===== config.mk =====
export PLATFORM = sky130hd
export DESIGN_NAME = msg_serializer
export DESIGN_NICKNAME = d
export VERILOG_FILES = /design/src/rtl/msg_pkg.sv /design/src/rtl/msg_serializer.sv
export SDC_FILE = /design/constraint.sdc
export NUM_CORES = 1
export LEC_CHECK = 0
export CAP_MARGIN = 20
export CORE_UTILIZATION = 50
export DETAILED_ROUTE_END_ITERATION = 12
export GPL_TIMING_DRIVEN = 0
export PLACE_DENSITY = 0.8
export SYNTH_ARGS = -nofsm -noshare
export SYNTH_HDL_FRONTEND = slang
export SYNTH_SLANG_ARGS = --single-unit

===== constraint.sdc =====
create_clock -name clk_100MHz -period 1.4 [get_ports clk_100MHz]
set_input_delay 0.21 -clock clk_100MHz [delete_from_list [all_inputs] [get_ports clk_100MHz]]
set_output_delay 0.21 -clock clk_100MHz [all_outputs]
set_load 0.01 [all_outputs]

===== src/rtl/msg_pkg.sv =====
// Shared types and constants for the message serializer.
// MSG_APPEND_CRLF_EN adds a CR/LF terminator to every message.
package msg_pkg;

   typedef enum logic [1:0] {
      StIdle = 2'd0,
      StSend = 2'd1,
      StDone = 2'd2
   } state_e;

   localparam logic [7:0] ASCII_CR = 8'h0D;
   localparam logic [7:0] ASCII_LF = 8'h0A;

   localparam int unsigned ADDR_SPACE_EXP_DEF = 3;

   // Bytes per message: one per slot, plus the terminator when enabled.
   function automatic int unsigned msg_len(input int unsigned addr_space_exp);
`ifdef MSG_APPEND_CRLF_EN
      return (1 << addr_space_exp) + 2;
`else
      return 1 << addr_space_exp;
`endif
   endfunction

   localparam int unsigned MSG_LEN = msg_len(ADDR_SPACE_EXP_DEF);

endpackage


===== src/rtl/msg_serializer.sv =====
// Streams a packed multi-slot message out one byte at a time over valid/ready, slot 0 first.
// Optional build macro: MSG_APPEND_CRLF_EN (append 0x0D, 0x0A after the last slot).
module msg_serializer
   import msg_pkg::*;
#(
   parameter int unsigned DATA_SIZE      = 8,
   parameter int unsigned ADDR_SPACE_EXP = 3
) (
   input  logic                                          clk_100MHz,
   input  logic                                          reset,
   input  logic                                          load,
   input  logic [DATA_SIZE*(1 << ADDR_SPACE_EXP)-1:0]    msg_in,
   input  logic                                          tx_ready,
   output logic                                          tx_valid,
   output logic [DATA_SIZE-1:0]                          tx_data,
   output logic                                          busy,
   output logic                                          done
);

   localparam int unsigned W        = DATA_SIZE * (1 << ADDR_SPACE_EXP);
   localparam int unsigned CntW     = ADDR_SPACE_EXP + 1;
   localparam int unsigned MsgLen   = msg_len(ADDR_SPACE_EXP);
   localparam logic [CntW-1:0] LastIdx = CntW'(MsgLen - 1);

   state_e          state_q, state_d;
   logic [W-1:0]    msg_q, msg_d;
   logic [CntW-1:0] cnt_q, cnt_d;
   logic [DATA_SIZE-1:0] cur_byte;

   always_ff @(posedge clk_100MHz) begin
      if (reset) begin
         state_q <= StIdle;
         msg_q   <= '0;
         cnt_q   <= '0;
      end else begin
         state_q <= state_d;
         msg_q   <= msg_d;
         cnt_q   <= cnt_d;
      end
   end

   always_comb begin
      state_d = state_q;
      msg_d   = msg_q;
      cnt_d   = cnt_q;
      unique case (state_q)
         StIdle: begin
            if (load) begin
               msg_d   = msg_in;
               cnt_d   = '0;
               state_d = StSend;
            end
         end
         StSend: begin
            // load is deliberately ignored here so the message in flight is untouched
            if (tx_ready) begin
               msg_d = msg_q << DATA_SIZE;
               cnt_d = cnt_q + CntW'(1);
               if (cnt_q == LastIdx) begin
                  state_d = StDone;
               end
            end
         end
         StDone: begin
            if (load) begin
               msg_d   = msg_in;
               cnt_d   = '0;
               state_d = StSend;
            end else begin
               state_d = StIdle;
            end
         end
         default: state_d = StIdle;
      endcase
   end

`ifdef MSG_APPEND_CRLF_EN
   localparam logic [CntW-1:0] CrIdx = CntW'(1 << ADDR_SPACE_EXP);

   always_comb begin
      cur_byte = msg_q[W-1 -: DATA_SIZE];
      if (cnt_q == CrIdx) begin
         cur_byte = DATA_SIZE'(ASCII_CR);
      end else if (cnt_q > CrIdx) begin
         cur_byte = DATA_SIZE'(ASCII_LF);
      end
   end
`else
   assign cur_byte = msg_q[W-1 -: DATA_SIZE];
`endif

   always_comb begin
      tx_valid = (state_q == StSend);
      busy     = (state_q == StSend);
      done     = (state_q == StDone);
      tx_data  = '0;
      if (state_q == StSend) begin
         tx_data = cur_byte;
      end
   end

endmodule

Yosys cells after proc, flatten, opt, wreduce, memory -nomap -nowiden
Cells that the tools add are included.
- reductions and logical operators: 5
- multiplexer cells: 12
- equality and inequality tests: 7
- add/subtract/negate cells: 1
- operators with widths (operator ; count):
    64-bit 2-to-1 mux ; 2
    64-bit case mux with 2 select lines ; 1
    4-bit 2-to-1 mux ; 2
    8-bit 2-to-1 mux ; 1
    4-bit case mux with 2 select lines ; 1
    2-bit 2-to-1 mux ; 3
    2-bit case mux with 3 select lines ; 1
    3-bit AND reduction ; 2
    4-bit by 1-bit adder with 4-bit output (second input constant) ; 1
    4-bit by 3-bit equality test with 1-bit output (second input constant) ; 1
    2-bit by 1-bit inequality test with 1-bit output (second input constant) ; 2
    2-bit inequality test (second input constant) ; 2
    2-bit by 1-bit equality test with 1-bit output (second input constant) ; 1
    2-bit equality test (second input constant) ; 1
    2-bit zero test ; 1
    2-bit nonzero test ; 1
    2-bit OR reduction ; 1
    1-bit 2-to-1 mux ; 1
- word-level logic and storage cells: 28
- input port bits: 68
- bits in registers: 70

Depth between registers and ports, before layout
- word-level depth: 4
- depth in mapped cells: 7
- gate-level depth less buffers: 4

Worst setup path before layout
No wires, ideal clock.
- path kind: reg2reg
- from: reg state_q[0]
- to: reg msg_q[10]
- data required time: 1.278 ns
- stages on the path, launching flop included: 8
- slack: 0.106 ns
- data arrival time: 1.172 ns
- path buffers: 4
- library setup time: 0.122 ns
- cell sequence: dfxtp_1 -> buf_2 -> and3b_1 -> buf_6 -> buf_6 -> buf_6 -> o31ai_2 -> a21oi_1
- word-level cells in the longest chain between the ends: 4
- elaborated cells on any way between the ends: 9
- ends and longest elaborated chain (item ; line ; text):
    start: declaration ; msg_serializer.sv:25 ; state_e state_q, state_d;
    start signal: assignment ; msg_serializer.sv:32 ; state_q <= StIdle;
    start signal: assignment ; msg_serializer.sv:36 ; state_q <= state_d;
    2-bit equality test or 2-bit zero test (tied branches) ; msg_serializer.sv:46 ; unique case (state_q)
    2-bit OR reduction (no line) ; -- ;
    2-bit by 1-bit inequality test with 1-bit output (no line) or 2-bit nonzero test (tied branches) ; -- ;
    3-bit AND reduction (no line) ; -- ;
    end signal: assignment ; msg_serializer.sv:37 ; msg_q <= msg_d;
    end: declaration ; msg_serializer.sv:26 ; logic [W-1:0] msg_q, msg_d;
Several ways; a longest one is shown, not always the timed one.
A chain may end at the register's enable or synchronous reset.

Worst setup path after layout
- from: reg state_q[1]
- to: reg msg_q[29]
Same word-level chain as after synthesis.

==> qor.txt <==
drt first pass iters -> 5
RSZ-0062 raised after global routing -> true
CTS buffer count -> 9
Data arrival, critical path -> 1.83 ns
Hold Violations, Final -> 0
HPWL Detailed -> 5740 um
CTS tree -> built
Power Density -> 1030 mW/mm^2
Max FO, Critical Path -> 7
Total GRT Usage -> 0.281
Hold Crit Class -> in2reg
Yosys warnings -> 0
Worst Hold Depth -> 2
Clock Sink Count -> 70
register area share after synthesis -> 0.419
Crit Path Class -> reg2reg
Worst-Margin Slew -> 1.15 ns
worst hold slack -> 0.175 ns
synthesis-to-finish area growth -> 69.1%
slowest CP cell -> dfxtp_1
WL final -> 12900 um
Post-Syn Nets -> 386
Top cell by count, worst path -> buf_12
H-tree level count -> 3
layout filler cell count -> 262
Slew HR -> 0.236
drt via density -> 6.50
ANT cells -> 0
Overall Power -> 5.83 mW
Inst Count DP -> 471
FMAX -> 0.630 GHz
Routed Antenna Nets -> 0
cell count after synthesis -> 317
Final Slew Violations -> 0
nature of the critical path endpoint -> flop
Root Buffer -> clkbuf_8
number of synthesized register bits -> 70
pin count of the biggest net entering global routing -> 12
Worst EP required -> 1.64 ns
Final Non-Filler Cells -> 511
die area -> 0.00701 mm^2
Starting DRT DRC Count -> 180
CP cell instances -> and3b_1, buf_6, buf_12, buf_12, o31ai_4, a21oi_2
first-pass GRT wire length -> 15400 um
num rows -> 29
initial antenna violation count -> 0
initial core utilization -> 0.523
Mean Syn Cell Area -> 10.5 um^2
share of post-route cells with drive strength above 1 -> 0.410
worst skew pair latency -> 0.37 ns
min Tclk post-route -> 1.59 ns
Final nets -> 498
via count -> 3319
worst vdd ir -> 1070 uV
DRC -> 0
R2R setup slack -> -0.19 ns
Startpoint Class -> flop
Die X -> 83.8 um
gr ovfl total -> 0
setup ws final -> -0.188 ns
# IOs -> 79
Core Box Area -> 0.00639 mm^2
# hold bufs at CTS -> 0
failing checks -> setup timing
clk slew on worst S/H paths -> 0.08 ns
die height -> 83.8 um
post-synth design cell area -> 0.00334 mm^2
clock skew -> 0.0112 ns
maxcap violations -> 0
vias in the first global route -> 3038
Unique masters post-synth -> 30
reg2reg path depth -> 6
run status -> finished, violations left
Max stage delay on crit path -> 0.48 ns
final setup vio count -> 73
Final Wtd Congestion -> 0.789
post-route cell area -> 0.00565 mm^2
Leakage -> 2.04 nW
Avg WL per Cell -> 25.3 um
Placed Instance Area -> 0.00421 mm^2
number of port buffers -> 77
final clock period utilization by the worst path -> 1.13
Max Root-Sink Buffers -> 2
-- registers in the layout (all words and copies together) (netlist names) --
name,flops
cnt_q,4
msg_q,64
state_q,2
-- power breakdown --
group,internal (mW),switching (mW)
Sequential,2.18,0.231
Clock,0.920,0.837
Combinational,0.879,0.777
Total,3.98,1.84
-- cells in the mapped netlist --
| cell | number | area (um^2) |
|---|---|---|
| a22o_1 | 8 | 70.1 |
| a21oi_1 | 58 | 290 |
| a211oi_2 | 1 | 12.5 |
| nand3_1 | 2 | 10.0 |
| buf_6 | 6 | 67.6 |
| or3_1 | 1 | 6.26 |
| nand2_1 | 2 | 7.51 |
| nand2b_1 | 1 | 6.26 |
| clkbuf_1 | 3 | 11.3 |
| nor3_4 | 1 | 16.3 |
| nor2b_1 | 3 | 18.8 |
| and2_1 | 8 | 50.1 |
| nor3_1 | 1 | 5.00 |
| clkbuf_4 | 1 | 7.51 |
| o31ai_2 | 29 | 363 |
| inv_1 | 1 | 3.75 |
| nor3b_1 | 1 | 7.51 |
| nand3b_1 | 1 | 7.51 |
| and3b_1 | 1 | 8.76 |
| buf_2 | 21 | 105 |
| mux2i_1 | 56 | 561 |
| ha_1 | 1 | 12.5 |
| nand4_1 | 1 | 6.26 |
| o31ai_1 | 28 | 210 |
| buf_4 | 5 | 37.5 |
| nand4b_1 | 2 | 17.5 |
| o21ai_0 | 1 | 5.00 |
| nor2_1 | 2 | 7.51 |
| xor2_1 | 1 | 8.76 |
| dfxtp_1 | 70 | 1400 |
-- cell type report --
class | instances | area [um^2] | area share
clock inverters | 3 | 42.5 | 0.00753
clock buffers | 13 | 159 | 0.0281
plain buffers | 34 | 379 | 0.0671
repair buffers | 103 | 1190 | 0.210
well taps | 77 | 96.3 | 0.0170
multi-input cells | 210 | 2380 | 0.421
inverters | 1 | 3.75 | 0.000664
flip-flops and latches | 70 | 1410 | 0.249
-- per-layer routing --
layer | routed length (um) | track usage | vias up
met5 | 0 | 0 | -
li1 | - | - | 1429
met2 | 6630 | 0.463 | 174
met1 | 5170 | 0.365 | 1678
met3 | 713 | 0.0554 | 38
met4 | 420 | 0.102 | 0
-- cell usage in the layout, fill, tap and decap left out, types with 2 or more instances in the layout --
cell type        count
nand4b_1             2
a21oi_1             37
dfxtp_1             69
buf_6               21
clkbuf_8            11
buf_2                9
and2_4               8
a22o_1               8
o31ai_4             47
clkbuf_1             3
mux2i_1             56
nand3_1              2
o31ai_2              9
nor2b_4              2
buf_16               2
a21oi_2             21
clkbuf_16            4
buf_12              12
buf_8                5
clkdlybuf4s50_1     66
buf_4               14
-- final timing paths --
path,startpoint,end
worst min register to register,msg_q[0],msg_q[0]
worst min-delay path,reset,cnt_q[3]
worst max register to register,state_q[1],msg_q[29]
worst max-delay path,state_q[1],msg_q[29]
-- timing repair --
item | CTS | global route
cloned | 4 | 4
resized for setup | 148 | 81
endpoints found under the setup margin | 64 | 79
pin swaps | 10 | 2
buffers inserted | 7 | 11
hold endpoints to repair | 0 | 0
-- kinds of logic after synthesis --
| logic type | count (synthesis) | share of synthesized area |
|---|---|---|
| xor+xnor | 1 | 0.00262 |
| simple gates | 27 | 0.0524 |
| buf+inv | 37 | 0.0696 |
| fa+ha+maj | 1 | 0.00374 |
| compound gates | 125 | 0.285 |
| flops | 70 | 0.419 |
| mux | 56 | 0.168 |
-- worst max-delay path, delay by kind of cell, from the launching register on --
kind / cells / cell delay, ns
DFF: 1 / 0.48
buffers and inverters: 3 / 0.46
AOI/OAI and AO/OA: 2 / 0.29
and+or+nand+nor: 1 / 0.23
-- metrics by stage --
stage | setup WS, ns | TNS (ns) | utilization
floorplan | 0.106 | 0 | -
detailed placement | -0.546 | -26.36 | 0.659
global placement | -0.535 | -25.95 | 0.659
global route | -0.231 | -11.02 | 0.885
finish | -0.188 | -8.23 | 0.885
CTS | -0.155 | -6.37 | 0.785
No activity file was read; power rests on OpenSTA's default activity.
